[src/rtl/seed_random_1_card_draw_if.sv]
// seed_random_1_card_draw_if: control-path request/seed inputs and the card valid/ack handshake.
interface seed_random_1_card_draw_if;
    logic        state_i;
    logic        seed_load_i;
    logic [15:0] seed_i;
    logic        card_ack_i;
    logic [3:0]  card_rank_o;
    logic [4:0]  card_points_o;
    logic        card_valid_o;
    logic        busy_o;

    modport master (
        output state_i, seed_load_i, seed_i, card_ack_i,
        input  card_rank_o, card_points_o, card_valid_o, busy_o
    );

    modport slave (
        input  state_i, seed_load_i, seed_i, card_ack_i,
        output card_rank_o, card_points_o, card_valid_o, busy_o
    );
endinterface

[src/rtl/seed_random_1_card_draw.sv]
// seed_random_1_card_draw: draws one card per SEND edge from a 16-bit LFSR via rejection sampling,
// converts it to blackjack points and holds it under valid/ack.
module seed_random_1_card_draw #(
    parameter logic [15:0] SEED      = 16'hACE1,
    parameter int unsigned MAX_TRIES = 8
) (
    input logic clk_dp_i,
    input logic rst_dp_i,
    seed_random_1_card_draw_if.slave cd
);
    typedef enum logic [1:0] {IDLE, DRAW, HOLD} fsm_t;

    fsm_t        fsm_q, fsm_d;
    logic [15:0] lfsr_q, lfsr_d;
    logic        state_q;
    logic [3:0]  tries_q, tries_d, tries_inc;
    logic [3:0]  rank_q, rank_d;
    logic [4:0]  points_q, points_d;
    logic [3:0]  s;
    logic        req, load, accept;

    assign req       = cd.state_i & ~state_q;
    assign load      = cd.seed_load_i & (fsm_q == IDLE);
    assign s         = lfsr_q[3:0];
    assign accept    = s <= 4'd12;
    assign tries_inc = tries_q + 4'd1;
    // a zero load is replaced by SEED so the LFSR can never lock up
    assign lfsr_d    = load ? ((cd.seed_i == 16'h0000) ? SEED : cd.seed_i)
                            : {lfsr_q[14:0], lfsr_q[15] ^ lfsr_q[13] ^ lfsr_q[12] ^ lfsr_q[10]};
    assign points_d  = (rank_d == 4'd1) ? 5'd11 : (rank_d >= 4'd11) ? 5'd10 : {1'b0, rank_d};

    always_comb begin
        fsm_d   = fsm_q;
        tries_d = tries_q;
        rank_d  = rank_q;
        case (fsm_q)
            IDLE: begin
                fsm_d   = req ? DRAW : IDLE;
                tries_d = req ? 4'd0 : tries_q;
            end
            DRAW: begin
                tries_d = accept ? tries_q : tries_inc;
                if (accept || tries_inc == 4'(MAX_TRIES)) begin
                    fsm_d  = HOLD;
                    rank_d = accept ? s + 4'd1 : s - 4'd12;
                end
            end
            HOLD:    fsm_d = cd.card_ack_i ? IDLE : HOLD;
            default: fsm_d = IDLE;
        endcase
    end

    always_ff @(posedge clk_dp_i or posedge rst_dp_i) begin
        if (rst_dp_i) begin
            fsm_q    <= IDLE;
            lfsr_q   <= SEED;
            state_q  <= 1'b0;
            tries_q  <= 4'd0;
            rank_q   <= 4'd0;
            points_q <= 5'd0;
        end else begin
            fsm_q    <= fsm_d;
            lfsr_q   <= lfsr_d;
            state_q  <= cd.state_i;
            tries_q  <= tries_d;
            rank_q   <= rank_d;
            points_q <= points_d;
        end
    end

    assign cd.card_rank_o   = rank_q;
    assign cd.card_points_o = points_q;
    assign cd.card_valid_o  = fsm_q == HOLD;
    assign cd.busy_o        = fsm_q != IDLE;
endmodule

[src/flat_wrapper.sv]
// flat-port wrapper written by rule: the top's interface ports become plain ports
module seed_random_1_card_draw_flat 
#(
    parameter logic [15:0] SEED      = 16'hACE1,
    parameter int unsigned MAX_TRIES = 8
)
  (clk_dp_i, rst_dp_i, cd_state_i, cd_seed_load_i, cd_seed_i, cd_card_ack_i, cd_card_rank_o, cd_card_points_o, cd_card_valid_o, cd_busy_o);
  seed_random_1_card_draw_if cd_i ();
  input logic clk_dp_i;
  input logic rst_dp_i;
  input wire logic [$bits(cd_i.state_i)-1:0] cd_state_i;
  input wire logic [$bits(cd_i.seed_load_i)-1:0] cd_seed_load_i;
  input wire logic [$bits(cd_i.seed_i)-1:0] cd_seed_i;
  input wire logic [$bits(cd_i.card_ack_i)-1:0] cd_card_ack_i;
  output wire logic [$bits(cd_i.card_rank_o)-1:0] cd_card_rank_o;
  output wire logic [$bits(cd_i.card_points_o)-1:0] cd_card_points_o;
  output wire logic [$bits(cd_i.card_valid_o)-1:0] cd_card_valid_o;
  output wire logic [$bits(cd_i.busy_o)-1:0] cd_busy_o;
  assign cd_i.state_i = cd_state_i;
  assign cd_i.seed_load_i = cd_seed_load_i;
  assign cd_i.seed_i = cd_seed_i;
  assign cd_i.card_ack_i = cd_card_ack_i;
  assign cd_card_rank_o = cd_i.card_rank_o;
  assign cd_card_points_o = cd_i.card_points_o;
  assign cd_card_valid_o = cd_i.card_valid_o;
  assign cd_busy_o = cd_i.busy_o;
  seed_random_1_card_draw #(.SEED(SEED), .MAX_TRIES(MAX_TRIES)) u_core (.clk_dp_i(clk_dp_i), .rst_dp_i(rst_dp_i), .cd(cd_i));
endmodule
[config.mk]
export PLATFORM = sky130hd
export DESIGN_NAME = seed_random_1_card_draw_flat
export DESIGN_NICKNAME = d
export VERILOG_FILES = /design/src/rtl/seed_random_1_card_draw_if.sv /design/src/rtl/seed_random_1_card_draw.sv /design/src/flat_wrapper.sv
export SDC_FILE = /design/constraint.sdc
export NUM_CORES = 1
export LEC_CHECK = 0
export CAP_MARGIN = 20
export CORE_MARGIN = 8
export CORE_UTILIZATION = 40
export DETAILED_ROUTE_END_ITERATION = 10
export GPL_ROUTABILITY_DRIVEN = 0
export PLACE_DENSITY_LB_ADDON = 0.2
export SETUP_SLACK_MARGIN = 0.05
export SLEW_MARGIN = 20
export SYNTH_ARGS = -nofsm -noshare
export SYNTH_HDL_FRONTEND = slang
export SYNTH_SLANG_ARGS = --single-unit
[constraint.sdc]
create_clock -name clk_dp_i -period 2.6 [get_ports clk_dp_i]
set_clock_uncertainty 0.1 [all_clocks]
set_input_delay 0.52 -clock clk_dp_i [delete_from_list [all_inputs] [get_ports clk_dp_i]]
set_output_delay 0.52 -clock clk_dp_i [all_outputs]
set_load 0.05 [all_outputs]
==> key figures <==
Synth
  • Distinct cells, synth: 42
  • Post-synth EDFFs: 0
  • Primary FF master, synth: dfrtp_1
  • Syn nets: around 160
  • Syn avg cell area: roughly 11 sq um
  • Synth warn: 0
  • Flops & latches, synth: 31
  • Asr flop ratio synth: 100%
  • Seq/Total Area, Yosys: 51.9%
  • Synth Instances: ~130
  • Post-Syn Area: 1510 sq um

Worst setup path
  • Critical path's top delay family: buffers and inverters
  • CP required: 1.98 ns
  • Crit Path Max Fanout: 8
  • Slowest stage delay, CP: between 0.7 and 0.8 ns
  • CP arrival: 1.83 ns
  • Crit path launch type: flop
  • Endpoint type of the worst setup path: primary output
  • Critical-path cell list: or2_2, clkdlybuf4s50_1
  • Crit path buffers/inverters: 1
  • Crit Path Class: reg2out
  • CP max-delay cell: clkdlybuf4s50_1

Timing
  • Least-Margin Pin Slew: about 0.51 ns
  • Final WS setup: 0.154 ns
  • Crit path time final: roughly 2.4 ns
  • Final Hold Fails: 0
  • Max-slew violation count: 0
  • Hold_ws: 0.385 ns
  • Final setup violation count: 0
  • RSZ-0062 raised after global routing: no
  • Max Freq: between 400 and 500 MHz
  • TNS Setup: 0 ns
  • Final period util: around 94%
  • Max_slew headroom: about two thirds

Power and ir drop
  • Worst vdd ir: 451 uV
  • Total Power: ~2.3 mW
  • Cell leakage power: 0.817 nW
  • Pwr dens: 1180 nW/um^2

Die
  • Die W: 77.5 um
  • Die area: 6010 sq um
  • Die Height: 77.5 um
  • Row cnt: 22
  • CORE AREA: roughly 3700 sq um
  • I/O Pins: 32
  • Initial Utilization: 41.4%

Outcome
  • Status: complete, no violations

CTS
  • Cts repair resizes: 0
  • Clock Path Buffers: 2
  • Htree depth: 2
  • Clk slew on worst S/H paths: around 0.070 ns
  • CTS Sinks: 31
  • # hold bufs at CTS: 0
  • CTS Buf Count: 5
  • Worst skew pair latency: ~0.28 ns
  • CTS tree: done
  • Postcts setup bufs: 0
  • Clock Tree Root: clkbuf_8

Global route
  • Pin count of the biggest net entering global routing: 32
  • Global route overflow: 0
  • GRT Resource Usage Total: 11.5%
  • Initial antenna violation count: 0
  • First-pass GRT wire length: 5630 um
  • Vias in the first global route: 1,285

Worst hold path
  • Worst min-delay path class: reg2reg

Drt
  • Final wirelength: 3360 um
  • ANT nets after route: 0
  • Via-to-Cell Ratio: 5.30
  • WL/cell: 15.2 um
  • Iteration-0 DRC Markers: 49
  • DRT Pass-1 Iters: 4
  • Number of remaining DRC errors: 0
  • Routed via count: 1,171

Cells and area
  • Share of layout cells above drive strength 1: 19.7%
  • Post-route cell area: 1970 sq um
  • P&R area growth vs syn: 30.1%
  • N_diodes: 0
  • Final net count: 197

Place
  • Area after DPL: approximately 1900 sq um
  • Port Buffers: 30
  • Pre-CTS WS: 0.356 ns
  • HPWL after DPL: 2600 um

Run
  • Max-cap violations: 0
## cell usage after synthesis (2+ instances only)
master	count	share of area (%)
xor2_1	2	1.2
nand3_1	5	1.7
nor2_1	5	1.2
nand2b_1	5	2.1
o21ai_0	8	2.6
nor4_1	4	1.7
o22a_1	8	4.6
mux2i_1	2	1.3
ha_1	4	3.3
dfrtp_1	23	38
xnor2_1	3	1.7
inv_1	9	2.2
mux2_2	6	4.5
dfstp_2	8	14
nand2_1	14	3.5
nor2b_1	2	0.83
## worst paths after layout
check | slack (ns) | depth (start not counted) | from | to
min reg2reg | 0.38 | 1 | u_core.lfsr_q[8]$_DFF_PP0_ | u_core.lfsr_q[9]$_DFF_PP0_
min | 0.38 | 1 | u_core.lfsr_q[8]$_DFF_PP0_ | u_core.lfsr_q[9]$_DFF_PP0_
max reg2reg | 0.33 | 7 | u_core.lfsr_q[0]$_DFF_PP1_ | u_core.cd.card_points_o[1]$_DFF_PP0_
max in group asynchronous | 1.55 | 3 | rst_dp_i | u_core.lfsr_q[7]$_DFF_PP1_
min in group asynchronous | 0.53 | 3 | rst_dp_i | u_core.fsm_q[0]$_DFFE_PP0P_
max | 0.15 | 2 | u_core.fsm_q[0]$_DFFE_PP0P_ | cd_busy_o
## logic make-up (layout without fill, tap and decap cells)
kind of cell	after synthesis	count (layout)	synth area share, %
simple gates	41	41	14.5
compound gates	33	33	18.3
flops	31	31	51.9
buf+inv	11	50	2.97
mux	8	8	5.78
xor+xnor	5	5	2.89
fa+ha+maj	4	4	3.31
other cells	1	1	0.248
## layout by cell type, fill, tap and decap left out, drive strengths merged, types with 5 or more instances in the layout
cell type and instances:
clkdlybuf4s50 30, inv 9, nand2b 5, nand2 14, o22a 8, dfstp 8
clkbuf 5, dfrtp 23, nand3 5, o21ai 9, nor2 6, mux2 6
## power by group
part / internal [mW] / switching [mW] / total, mW / leakage [nW]
clock: 0.183 / 0.174 / 0.356 / 0.0477
sequential: 0.734 / 0.145 / 0.879 / 0.369
combinational: 0.466 / 0.625 / 1.09 / 0.401
## metrics by stage
stage          utilization [%]  std cells
3_5_place_dp              51.5        213
5_1_grt                   53.8        221
6_report                  53.8        221
2_1_floorplan                -        134
3_3_place_gp              51.5        213
4_1_cts                   53.8        221
## metal layers
metal  global-route usage, %  wire length (um)
met5                       0                 0
met4                    5.09                73
met2                    20.8              1790
met1                    11.9              1370
met3                    3.69               138
## sequential cells by signal (all words and copies together), names as in the netlist
register                 count
u_core.cd.card_points_o      4
u_core.cd.card_rank_o        4
u_core.fsm_q                 2
u_core.lfsr_q               16
u_core.state_q               1
u_core.tries_q               4
## layout make-up
cell class	count	area [sq um]
clock buffers	5	68.8
flip-flops and latches	31	786
well taps	48	60.1
repair buffers	33	323
clock inverters	3	15.0
inverters	9	33.8
fillers	333	1690
multi-input cells	92	683
(Power assumes the default switching activity.)
